### config.mk
export PLATFORM = sky130hd
export DESIGN_NAME = pc_gen_flat
export DESIGN_NICKNAME = d
export VERILOG_FILES = /design/src/rtl/pc_gen_if.sv /design/src/rtl/pc_gen.sv /design/src/flat_wrapper.sv
export SDC_FILE = /design/constraint.sdc
export NUM_CORES = 1
export LEC_CHECK = 0
export ABC_AREA = 1
export CORE_MARGIN = 4
export CORE_UTILIZATION = 45
export DETAILED_ROUTE_END_ITERATION = 6
export PLACE_DENSITY = 0.67
export SETUP_SLACK_MARGIN = 0.1
export SLEW_MARGIN = 20
export SYNTH_ARGS = -nofsm -noshare
export SYNTH_HDL_FRONTEND = slang
export SYNTH_SLANG_ARGS = --single-unit
### constraint.sdc
create_clock -name clk -period 3.83 [get_ports clk]
set_clock_uncertainty 0.2 [all_clocks]
set_input_delay 0.766 -clock clk [delete_from_list [all_inputs] [get_ports clk]]
set_output_delay 0.766 -clock clk [all_outputs]
set_load 0.01 [all_outputs]
### src/rtl/pc_gen_if.sv
// Redirect request / PC status bundle between the fetch control logic and pc_gen.
// The master drives the redirect requests; the slave (pc_gen) returns PC, EPC and RAS state.
interface pc_gen_if #(
  parameter int XLEN      = 32,
  parameter int RAS_DEPTH = 4
);
  localparam int CNT_W = $clog2(RAS_DEPTH) + 1;

  logic             stall;
  logic             branch;
  logic [XLEN-1:0]  branch_target;
  logic             jump;
  logic [XLEN-1:0]  jump_target;
  logic             call;
  logic             ret;
  logic             trap;
  logic             mret;
  logic [XLEN-1:0]  pc_out;
  logic [XLEN-1:0]  epc;
  logic             misaligned;
  logic [CNT_W-1:0] ras_count;

  modport master (
    output stall, branch, branch_target, jump, jump_target, call, ret, trap, mret,
    input  pc_out, epc, misaligned, ras_count
  );

  modport slave (
    input  stall, branch, branch_target, jump, jump_target, call, ret, trap, mret,
    output pc_out, epc, misaligned, ras_count
  );
endinterface

### src/rtl/pc_gen.sv
// Fetch-stage program counter: prioritised trap/mret/stall/jump/branch/sequential
// redirect, exception PC register and a circular return-address stack.
module pc_gen #(
  parameter int              XLEN         = 32,
  parameter logic [XLEN-1:0] RESET_VECTOR = '0,
  parameter logic [XLEN-1:0] TRAP_VECTOR  = XLEN'('h100),
  parameter int              RAS_DEPTH    = 4
) (
  input  logic     clk,
  input  logic     reset_n,
  pc_gen_if.slave  bus
);
  localparam int PTR_W = $clog2(RAS_DEPTH);
  localparam int CNT_W = PTR_W + 1;

  logic [XLEN-1:0]  pc_q, pc_d;
  logic [XLEN-1:0]  epc_q, epc_d;
  logic             mis_q, mis_d;
  logic [PTR_W-1:0] ptr_q, ptr_d;
  logic [CNT_W-1:0] cnt_q, cnt_d;
  logic [XLEN-1:0]  ras_q [RAS_DEPTH];
  logic [XLEN-1:0]  ras_d [RAS_DEPTH];

  logic [XLEN-1:0]  seq_pc;
  logic [PTR_W-1:0] ptr_top;
  logic [XLEN-1:0]  target;
  logic             wr_en;
  logic [PTR_W-1:0] wr_idx;
  logic             do_pop;

  assign seq_pc  = pc_q + XLEN'(4);
  assign ptr_top = ptr_q - PTR_W'(1);
  assign do_pop  = bus.ret && (cnt_q != '0);

  always_comb begin
    pc_d   = pc_q;
    epc_d  = epc_q;
    mis_d  = 1'b0;
    ptr_d  = ptr_q;
    cnt_d  = cnt_q;
    wr_en  = 1'b0;
    wr_idx = ptr_q;
    target = bus.branch_target;

    if (bus.jump)
      target = do_pop ? ras_q[ptr_top] : bus.jump_target;

    if (bus.trap) begin
      epc_d = pc_q;
      pc_d  = TRAP_VECTOR;
    end else if (bus.mret) begin
      pc_d = epc_q;
    end else if (bus.stall) begin
      pc_d = pc_q;
    end else if (bus.jump || bus.branch) begin
      if (target[1:0] != 2'b00) begin
        epc_d = pc_q;
        pc_d  = TRAP_VECTOR;
        mis_d = 1'b1;
      end else begin
        pc_d = target;
        if (bus.jump) begin
          // call+ret on a non-empty stack replaces the top in place
          if (do_pop && bus.call) begin
            wr_en  = 1'b1;
            wr_idx = ptr_top;
          end else if (do_pop) begin
            ptr_d = ptr_top;
            cnt_d = cnt_q - CNT_W'(1);
          end else if (bus.call) begin
            wr_en  = 1'b1;
            wr_idx = ptr_q;
            ptr_d  = ptr_q + PTR_W'(1);
            if (cnt_q != CNT_W'(RAS_DEPTH))
              cnt_d = cnt_q + CNT_W'(1);
          end
        end
      end
    end else begin
      pc_d = seq_pc;
    end
  end

  // The return address pushed is always the calling instruction's PC + 4.
  generate
    for (genvar gi = 0; gi < RAS_DEPTH; gi++) begin : g_ras
      assign ras_d[gi] = (wr_en && (wr_idx == PTR_W'(gi))) ? seq_pc : ras_q[gi];
    end
  endgenerate

  always_ff @(posedge clk or negedge reset_n) begin
    if (!reset_n) begin
      pc_q  <= RESET_VECTOR;
      epc_q <= '0;
      mis_q <= 1'b0;
      ptr_q <= '0;
      cnt_q <= '0;
      for (int i = 0; i < RAS_DEPTH; i++)
        ras_q[i] <= '0;
    end else begin
      pc_q  <= pc_d;
      epc_q <= epc_d;
      mis_q <= mis_d;
      ptr_q <= ptr_d;
      cnt_q <= cnt_d;
      for (int i = 0; i < RAS_DEPTH; i++)
        ras_q[i] <= ras_d[i];
    end
  end

  assign bus.pc_out     = pc_q;
  assign bus.epc        = epc_q;
  assign bus.misaligned = mis_q;
  assign bus.ras_count  = cnt_q;
endmodule

### src/flat_wrapper.sv
// flat-port wrapper written by rule: the top's interface ports become plain ports
module pc_gen_flat 
#(
  parameter int              XLEN         = 32,
  parameter logic [XLEN-1:0] RESET_VECTOR = '0,
  parameter logic [XLEN-1:0] TRAP_VECTOR  = XLEN'('h100),
  parameter int              RAS_DEPTH    = 4
)
  (clk, reset_n, bus_stall, bus_branch, bus_branch_target, bus_jump, bus_jump_target, bus_call, bus_ret, bus_trap, bus_mret, bus_pc_out, bus_epc, bus_misaligned, bus_ras_count);
  pc_gen_if #(.XLEN(XLEN), .RAS_DEPTH(RAS_DEPTH)) bus_i ();
  input  logic clk;
  input  logic reset_n;
  input wire logic [$bits(bus_i.stall)-1:0] bus_stall;
  input wire logic [$bits(bus_i.branch)-1:0] bus_branch;
  input wire logic [$bits(bus_i.branch_target)-1:0] bus_branch_target;
  input wire logic [$bits(bus_i.jump)-1:0] bus_jump;
  input wire logic [$bits(bus_i.jump_target)-1:0] bus_jump_target;
  input wire logic [$bits(bus_i.call)-1:0] bus_call;
  input wire logic [$bits(bus_i.ret)-1:0] bus_ret;
  input wire logic [$bits(bus_i.trap)-1:0] bus_trap;
  input wire logic [$bits(bus_i.mret)-1:0] bus_mret;
  output wire logic [$bits(bus_i.pc_out)-1:0] bus_pc_out;
  output wire logic [$bits(bus_i.epc)-1:0] bus_epc;
  output wire logic [$bits(bus_i.misaligned)-1:0] bus_misaligned;
  output wire logic [$bits(bus_i.ras_count)-1:0] bus_ras_count;
  assign bus_i.stall = bus_stall;
  assign bus_i.branch = bus_branch;
  assign bus_i.branch_target = bus_branch_target;
  assign bus_i.jump = bus_jump;
  assign bus_i.jump_target = bus_jump_target;
  assign bus_i.call = bus_call;
  assign bus_i.ret = bus_ret;
  assign bus_i.trap = bus_trap;
  assign bus_i.mret = bus_mret;
  assign bus_pc_out = bus_i.pc_out;
  assign bus_epc = bus_i.epc;
  assign bus_misaligned = bus_i.misaligned;
  assign bus_ras_count = bus_i.ras_count;
  pc_gen #(.XLEN(XLEN), .RESET_VECTOR(RESET_VECTOR), .TRAP_VECTOR(TRAP_VECTOR), .RAS_DEPTH(RAS_DEPTH)) u_core (.clk(clk), .reset_n(reset_n), .bus(bus_i));
endmodule
### Word-level counts from Yosys, hierarchy flattened

Cells that the tools add are included.

| word-level totals | value |
|---|---|
| logic and storage cells | 86 |
| bits of input ports | 73 |
| register bits | 198 |
| output and inout port bits | 68 |

| cells by class | value |
|---|---|
| muxes and demuxes | 41 |
| order comparisons | 1 |
| reduce and logical (&&, ||, !) cells | 17 |
| equal/unequal tests | 7 |
| bitwise logic cells | 6 |
| add/sub/neg operators | 5 |

Operators with widths:

| operator | number |
|---|---|
| two-way mux 32 bit | 14 |
| binary-select mux 32 bit (select 2 bit) | 1 |
| adder 32 x 3 -> 32 bit (second input constant) | 1 |
| two-way mux 2 bit | 9 |
| two-way mux 1 bit | 14 |
| nonzero test 2 bit | 5 |
| two-way mux 3 bit | 3 |
| AND reduction 9 bit | 1 |
| AND reduction 8 bit | 1 |
| logical AND 1 bit | 6 |
| NOT 1 bit | 5 |
| == test 2 bit (second input constant) | 2 |
| AND reduction 4 bit | 1 |
| adder 3 x 1 -> 3 bit (second input constant) | 1 |
| >= comparator 3 bit (second input constant) | 1 |
| inequality test 3 x 1 -> 1 bit (second input constant) | 1 |
| inequality test 3 bit (second input constant) | 1 |
| NOT 2 -> 3 bit | 1 |
| nonzero test 3 bit | 1 |
| subtractor 3 x 1 -> 3 bit (second input constant) | 1 |
| adder 2 x 1 -> 2 bit (second input constant) | 1 |
| == test 2 x 1 -> 1 bit (second input constant) | 1 |
| logical NOT 2 bit | 1 |
| inequality test 2 x 1 -> 1 bit (second input constant) | 1 |
| other kinds (3) | 3 |

### Logic depth before layout (Yosys ltp)

Gate-level depths: netlist (run 1).

| logic depth | value |
|---|---|
| depth in word-level cells | 15 |
| gate-level depth with buffers | 16 |
| mapped depth without buffers | 15 |

### Worst setup path before layout (run 1)

No wires, ideal clock.

| path | value |
|---|---|
| path kind | input to register |
| start | in bus_ret |
| end | reg u_core.cnt_q[2], in the netlist u_core.bus.ras_count[2] |
| arrival time | 2.147 ns |
| setup time | 0.123 ns |
| cell stages on the path | 8 |
| path buffers | 2 |
| required time | 3.507 ns |
| path slack | 1.360 ns |
| cells stage by stage | nand2_1 buf_4 clkinv_1 clkbuf_1 fa_1 xor2_1 o21ai_0 nand2_1 |

| between the ends | value |
|---|---|
| longest elaborated chain between the ends | 6 |
| elaborated cells on any way between the ends | 11 |

Ends and longest elaborated chain:

| element | RTL line | RTL |
|---|---|---|
| start: declaration | flat_wrapper.sv:19 | `input wire logic [$bits(bus_i.ret)-1:0] bus_ret;` |
| logical AND 1 bit (*) | pc_gen.sv:33 | `assign do_pop = bus.ret && (cnt_q != '0);` |
| two-way mux 32 bit | pc_gen.sv:46 | `target = do_pop ? ras_q[ptr_top] : bus.jump_target;` |
| two-way mux 32 bit | pc_gen.sv:45 | `if (bus.jump)` |
| nonzero test 2 bit | pc_gen.sv:56 | `if (target[1:0] != 2'b00) begin` |
| NOT 1 bit (no source line) | -- |  |
| AND reduction 9 bit (no source line) | -- |  |
| end signal: assignment | pc_gen.sv:105 | `cnt_q <= cnt_d;` |
| end: declaration | pc_gen.sv:20 | `logic [CNT_W-1:0] cnt_q, cnt_d;` |

Mark *: on every way between the ends. The rest lies on a longest branch, timed or not.
A chain may end at the register's enable or synchronous reset.

### Final worst setup path (run 1)

| path | value |
|---|---|
| start | in bus_jump |
| end | reg u_core.epc_q[14], in the netlist u_core.bus.epc[14] |

| between the ends | value |
|---|---|
| longest elaborated chain between the ends | 4 |
| elaborated cells on any way between the ends | 6 |

Ends and longest elaborated chain:

| element | RTL line | RTL |
|---|---|---|
| start: declaration | flat_wrapper.sv:16 | `input wire logic [$bits(bus_i.jump)-1:0] bus_jump;` |
| two-way mux 32 bit | pc_gen.sv:45 |  |
| nonzero test 2 bit | pc_gen.sv:56 |  |
| nonzero test 2 bit (no source line) | -- |  |
| AND reduction 4 bit (no source line) (*) | -- |  |
| end signal: assignment | pc_gen.sv:102 | `epc_q <= epc_d;` |
| end: declaration | pc_gen.sv:17 | `logic [XLEN-1:0] epc_q, epc_d;` |

Marked as above.

==> flow_metrics.tcl, run 1 <==
set metrics [dict create \
    cellInternalPower_mw 3.78 \
    cts_tree "yes" \
    antenna_found_initial 0 \
    worst_r2r_endpoint "u_core.ras_q[45]" \
    fp.dieW_um 163 \
    slew_headroom_pct 29.2 \
    power_switching_mw 2.21 \
    start_kind "input port" \
    synth_edf_count 0 \
    dr_total_vias 10500 \
    ant_nets 0 \
    routed_wl_um 34800 \
    reg2reg_from "u_core.ptr_q[1]" \
    hold_path.class "input port to async pin" \
    ys_types 36 \
    fillers 2225 \
    syn_inst 1494 \
    drcViolationCount 0 \
    numClockSinks 198 \
    critical-path-max-stage-delay_ns 0.83 \
    synth-compound-area-share_pct 10.9 \
    diodes 0 \
    ys_seq_elements 198 \
    post-synth-top-area-cell "dfrtp_1" \
    syn_avg_cell_area_sq_um 7.19 \
    finalCriticalPeriod_ns 3.35 \
    comb_power_share_pct 30.4 \
    cts_buffer_depth 2 \
    dr.pass1.iters 6 \
    max_freq_mhz 298 \
    synth_top_area_share_pct 46.1 \
    seq_area_sq_um 4950 \
    crit_path_cell_trace "clkdlybuf4s50_1 -> nor2_2 -> clkinv_1 -> nand4_1 -> nand2_2 -> buf_12 -> nand2_1 -> o21ai_0" \
    drive_above_1_share_pct 5.45 \
    routedWlPerCell_um 18.0 \
    rsz0062_at_grt "no" \
    peakVddDrop_v 0.000292 \
    cts_setup_buffers 0 \
    synth_mux_area_share_pct 0.559 \
    cts_max_level 4 \
    worst_slew_pin_slew_ns 1.06 \
    root_buffer "clkbuf_16" \
    grt_pass1_vias 10300 \
    core_region_area_sq_um 23500 \
    cts_hold_buf 0 \
    track_usage_pct 26.7 \
    critical_path.slowest_cell "nor2_2" \
    synth_top_family_by_area "simple AND/OR/NAND/NOR gates" \
    drv_slew 0 \
    synth_nets 1569 \
    whs_ns 0.113 \
    ys.flop_type "dfrtp_1" \
    leakagePower_nw 6.40 \
    clock_latency_ns 0.44 \
    start_util_pct 45.8 \
    yosysSeqAreaShare_pct 46.1 \
    worst_ep_arrival_time_ns 3.46 \
    hold_viol 0 \
    multi_input_area_sq_um 4960 \
    overflow 0 \
    synth_fa_ha_area_share_pct 0.303 \
    power_density_nw_per_um2 459 \
    numCtsBuffers 17 \
    final_nets 1676 \
    switching_share_pct 37.0 \
    cp-end-kind "flop" \
    grt_pass1_wl_um 56200 \
    dieArea_sq_um 26400 \
    finalCoreUtilization_pct 55.7 \
    status "complete, no violations" \
    synth_area_sq_um 10700 \
    portBuffers 140 \
    rr_worst_depth 15 \
    pwr-share-clk_pct 31.7 \
    area_growth_pct 21.6 \
    grt_max_degree 65 \
    fin_crit_sh_pct 87.5 \
    r2r_slack_ns 0.80 \
    gp_congestion 0.935 \
    clk_pin_slew_worst_paths_ns 0.09 \
    worstSetupPathType "input port to flop" \
    crit_fanout 64 \
    finalSetupTns_ns 0 \
    cts_resized 0 \
    required_ns 3.94 \
    synth_xor_area_share_pct 1.96 \
    die_h_um 163 \
    pwr-share-seq_pct 37.9 \
    io_pins 141 \
    drt-initial-drc-count 962 \
    num_rows 56 \
    async_flop_share_pct 100 \
    dpl.hpwl_um 24500 \
    setup_viol 0 \
    yosys_warnings 0 \
    cap_violations 0 \
    synth_area_leaders "dfrtp_1 46%, nand2_1 18%, nand3_1 7.7%" \
    synthSimpleGateAreaFrac_pct 32.3 \
    post_drt_via_cell_ratio 5.42 \
]
-- power groups by stage --
stage	clock (mW)	combinational (mW)	sequential [mW]
after CTS	1.92	1.80	2.27
after detailed placement	0	1.80	2.31
after global routing	2.00	1.99	2.29
final	1.90	1.82	2.27
after floorplan	0	1.06	2.31
after global placement	0	1.79	2.31
-- synth_stat cells (2+ instances only) --
master    number
xor2_1        23
buf_1          8
a21oi_1       50
nor3_1         8
nand3_1      166
o22ai_1       19
nand2_1      507
or2_2          3
a21oi_2        2
clkinv_1       2
a31oi_1        8
buf_4         11
buf_6          6
nand3b_1       4
clkbuf_1      44
o211ai_1       7
o21ai_0      102
nor2_1       153
inv_1         98
inv_2          3
mux2i_1        6
buf_2         25
dfrtp_1      198
nand4_1        8
o21ai_1       17
o221ai_1       6
-- worst max-delay path: cells and delay by family --
family	cells	cell delay [ns]
AO/OA/AOI/OAI	1	0.09
buffers and inverters	3	1.28
AND/OR/NAND/NOR	4	1.29
-- cells by family after synthesis --
logic type      after synthesis
simple gates                852
flops                       198
xor+xnor                     24
fa+ha+maj                     2
buf+inv                     197
compound gates              215
mux                           6
-- flip-flops by register name (all words and copies together), names as in the netlist --
signal and cells:
u_core.bus.ras_count 3, u_core.bus.misaligned 1, u_core.ptr_q 2, u_core.bus.pc_out 32, u_core.bus.epc 32, u_core.ras_q 128
-- area by class of cell --
cell class	count	share of cell area [%]
clock buffer	17	3.26
tap	319	3.05
multi-input combinational	1099	38.0
inverter	103	2.96
timing repair buffer	182	13.5
clock inverter	15	1.40
sequential	198	37.9
-- through the flow --
step	setup slack, ns	cell area [sq um]	instances	power, mW
2_1_floorplan	1.36	10700	1494	3.36
3_3_place_gp	0.144	12500	1901	4.10
3_5_place_dp	0.0214	12500	1901	4.11
4_1_cts	0.482	13100	1933	5.99
5_1_grt	0.235	13100	1933	6.28
6_report	0.479	13100	1933	5.99
-- how the worst max path moves through the flow --
| stage | startpoint | slack (ns) | end | depth (start not counted) |
|---|---|---|---|---|
| finish | bus_jump | 0.48 | u_core.bus.epc[14] | 8 |
| global route | bus_jump | 0.23 | u_core.bus.epc[31] | 8 |
| CTS | bus_jump | 0.48 | u_core.bus.epc[14] | 8 |
| detailed placement | bus_jump | 0.02 | u_core.bus.epc[9] | 8 |
| global placement | bus_jump | 0.14 | u_core.bus.epc[2] | 8 |
| floorplan | bus_ret | 1.36 | u_core.bus.ras_count[2] | 8 |
-- placed cells by master, fill, tap and decap left out, drive strengths merged --
cell type	count
nand3	166
nor3b	1
nor4	1
o211ai	7
o31ai	1
a31oi	8
nor3	8
clkinvlp	2
clkdlybuf4s50	139
a21oi	52
clkinv	4
a22oi	1
dfrtp	198
fa	1
buf	42
mux2i	6
xnor2	1
nor2	154
o221ai	6
o21a	1
nand4	8
nand2	507
clkbuf	18
inv	110
bufinv	2
nand3b	4
a21o	1
o21ai	119
or2	3
o22ai	19
ha	1
xor2	23
-- per-layer routing --
metal	global-route usage [%]	vias to the layer above	wire length [um]
met3	4.58	38	2700
met2	41.0	413	15800
met5	0	-	0
met4	7.05	0	550
li1	-	5018	-
met1	39.4	5011	15700
Note: power is estimated with default switching activity, not from simulation.
==> inputs of run 2 (changes only) <==
==> constraint.sdc (replaced) <==
create_clock -name clk -period 3.9 [get_ports clk]
set_clock_uncertainty 0.2 [all_clocks]
set_input_delay 0.78 -clock clk [delete_from_list [all_inputs] [get_ports clk]]
set_output_delay 0.78 -clock clk [all_outputs]
set_load 0.01 [all_outputs]
==> run 2 against run 1 <==
Compared with the run above: wire length hardly changed; via count barely moved; power down 2.8%; design area shrank 0.35%; clock-buffer cell count is 2 higher; largest power group unchanged.
==> flow_metrics.tcl, run 2 (synthesis gave the netlist of run 1 again) <==
set metrics [dict create \
    required_ns 4.07 \
    num_rows 56 \
    final_common_cell "nand2_1" \
    post_drt_via_cell_ratio 5.44 \
    finalCriticalPeriod_ns 3.28 \
    cap_violations 0 \
    rr_worst_depth 12 \
    area_growth_pct 21.1 \
    core_region_area_sq_um 23500 \
    gp_congestion 0.876 \
    routedWlPerCell_um 18.1 \
    dr_total_vias 10500 \
    fp.dieW_um 163 \
    overflow 0 \
    leakagePower_nw 6.37 \
    cts_hold_buf 0 \
    grt_pass1_wl_um 56700 \
    cp-end-kind "flop" \
    clk_pin_slew_worst_paths_ns 0.08 \
    postPlaceCellArea_sq_um 12400 \
    finalSetupTns_ns 0 \
    io_pins 141 \
    portBuffers 140 \
    cts_tree "yes" \
    largest_register_ffs 128 \
    final_cell_area_sq_um 13000 \
    regMostFlops "u_core.ras_q" \
    dieArea_sq_um 26400 \
    hold_viol 0 \
    cts_buffer_depth 2 \
    crit_fanout 57 \
    dr.pass1.iters 6 \
    diodes 0 \
    start_kind "flop" \
    start_util_pct 45.8 \
    hold_path.class "input port to async pin" \
    cts_max_level 4 \
    grt_max_degree 98 \
    fin_crit_sh_pct 84.0 \
    setup_viol 0 \
    slew_headroom_pct 35.9 \
    dpl.hpwl_um 23700 \
    drcViolationCount 0 \
    status "complete, no violations" \
    drt-initial-drc-count 1096 \
    worst_slew_pin_slew_ns 0.959 \
    grt_pass1_vias 10100 \
    worst_ep_arrival_time_ns 3.45 \
    rsz0062_at_grt "no" \
    track_usage_pct 26.8 \
    whs_ns 0.171 \
    max_freq_mhz 305 \
    antenna_found_initial 0 \
    ant_nets 0 \
    drive_above_1_share_pct 5.04 \
    worstSetupPathType "flop to flop" \
    numCtsBuffers 17 \
    power_density_nw_per_um2 447 \
    die_h_um 163 \
    fillers 2246 \
    numClockSinks 198 \
    drv_slew 0 \
    peakVddDrop_v 0.000279 \
    routed_wl_um 34800 \
    cts_resized 0 \
    instances_no_fill 1926 \
    final_nets 1669 \
    clock_latency_ns 0.45 \
    placed_cells 1894 \
    final_cell_mix "506 x nand2_1, 198 x dfrtp_1, 166 x nand3_1" \
    cts_setup_buffers 0 \
    root_buffer "clkbuf_16" \
]
## run 2: changes by cell type in the layout (fill, tap and decap cells not counted)
cell / before / now
buf_4: 39 / 30
inv_6: 6 / 3
clkbuf_8: 1 / 3
clkinv_8: 1 / 0
buf_12: 3 / 5
inv_8: 3 / 4
clkinv_4: 0 / 1
clkinvlp_4: 2 / 3
bufinv_16: 2 / 1
## run 2: final timing paths
kind	start	end	slack (ns)
min in group clk	u_core.ras_q[64]	u_core.ras_q[64]	0.27
hold reg to reg	u_core.ras_q[64]	u_core.ras_q[64]	0.27
setup / recovery	u_core.ptr_q[0]	u_core.ras_q[83]	0.62
setup reg to reg	u_core.ptr_q[0]	u_core.ras_q[83]	0.62
hold / removal	reset_n	u_core.bus.epc[1]	0.17
max in group asynchronous	reset_n	u_core.ras_q[27]	2.44
## run 2: critical path, stage by stage, from the launching register on
cell and delay [ns]:
dfrtp_1 0.56, inv_2 0.28, nor2_1 0.10, nor2_2 0.27
o21ai_1 0.14, nand2_1 0.12, nand2_1 0.07, a21oi_1 0.24
nand2_1 0.19, a21oi_4 0.19, buf_4 0.55, nand3_1 0.16
nand2_1 0.10
## run 2: layout make-up
cell class	instances	area, sq um	area share (%)
Clock buffer	19	453	3.48
Clock inverter	13	138	1.06
Inverter	103	387	2.97
Multi-Input combinational cell	1099	4960	38.1
Sequential cell	198	4950	38.1
Tap cell	319	399	3.07
Timing Repair Buffer	175	1730	13.3
## run 2: stage by stage
stage          setup slack (ns)  power, mW  util (%)
2_1_floorplan              1.42       3.30         -
3_3_place_gp              0.432       4.03      53.0
3_5_place_dp              0.337       4.03      53.0
4_1_cts                   0.687       5.83      55.5
5_1_grt                   0.325       6.12      55.5
6_report                  0.625       5.83      55.5
## run 2: routing by layer
layer,share of wire (%),track usage [%]
met1,46,40.2
met4,1.5,6.44
met2,46,40.7
met5,0,0
met3,7.2,4.76
## run 2: report_power, final
group	switching [mW]	leakage (nW)	total (mW)	internal (mW)
clock network	0.865	0.284	1.80	0.940
registers	0.108	2.72	2.25	2.14
logic	1.20	3.36	1.77	0.573
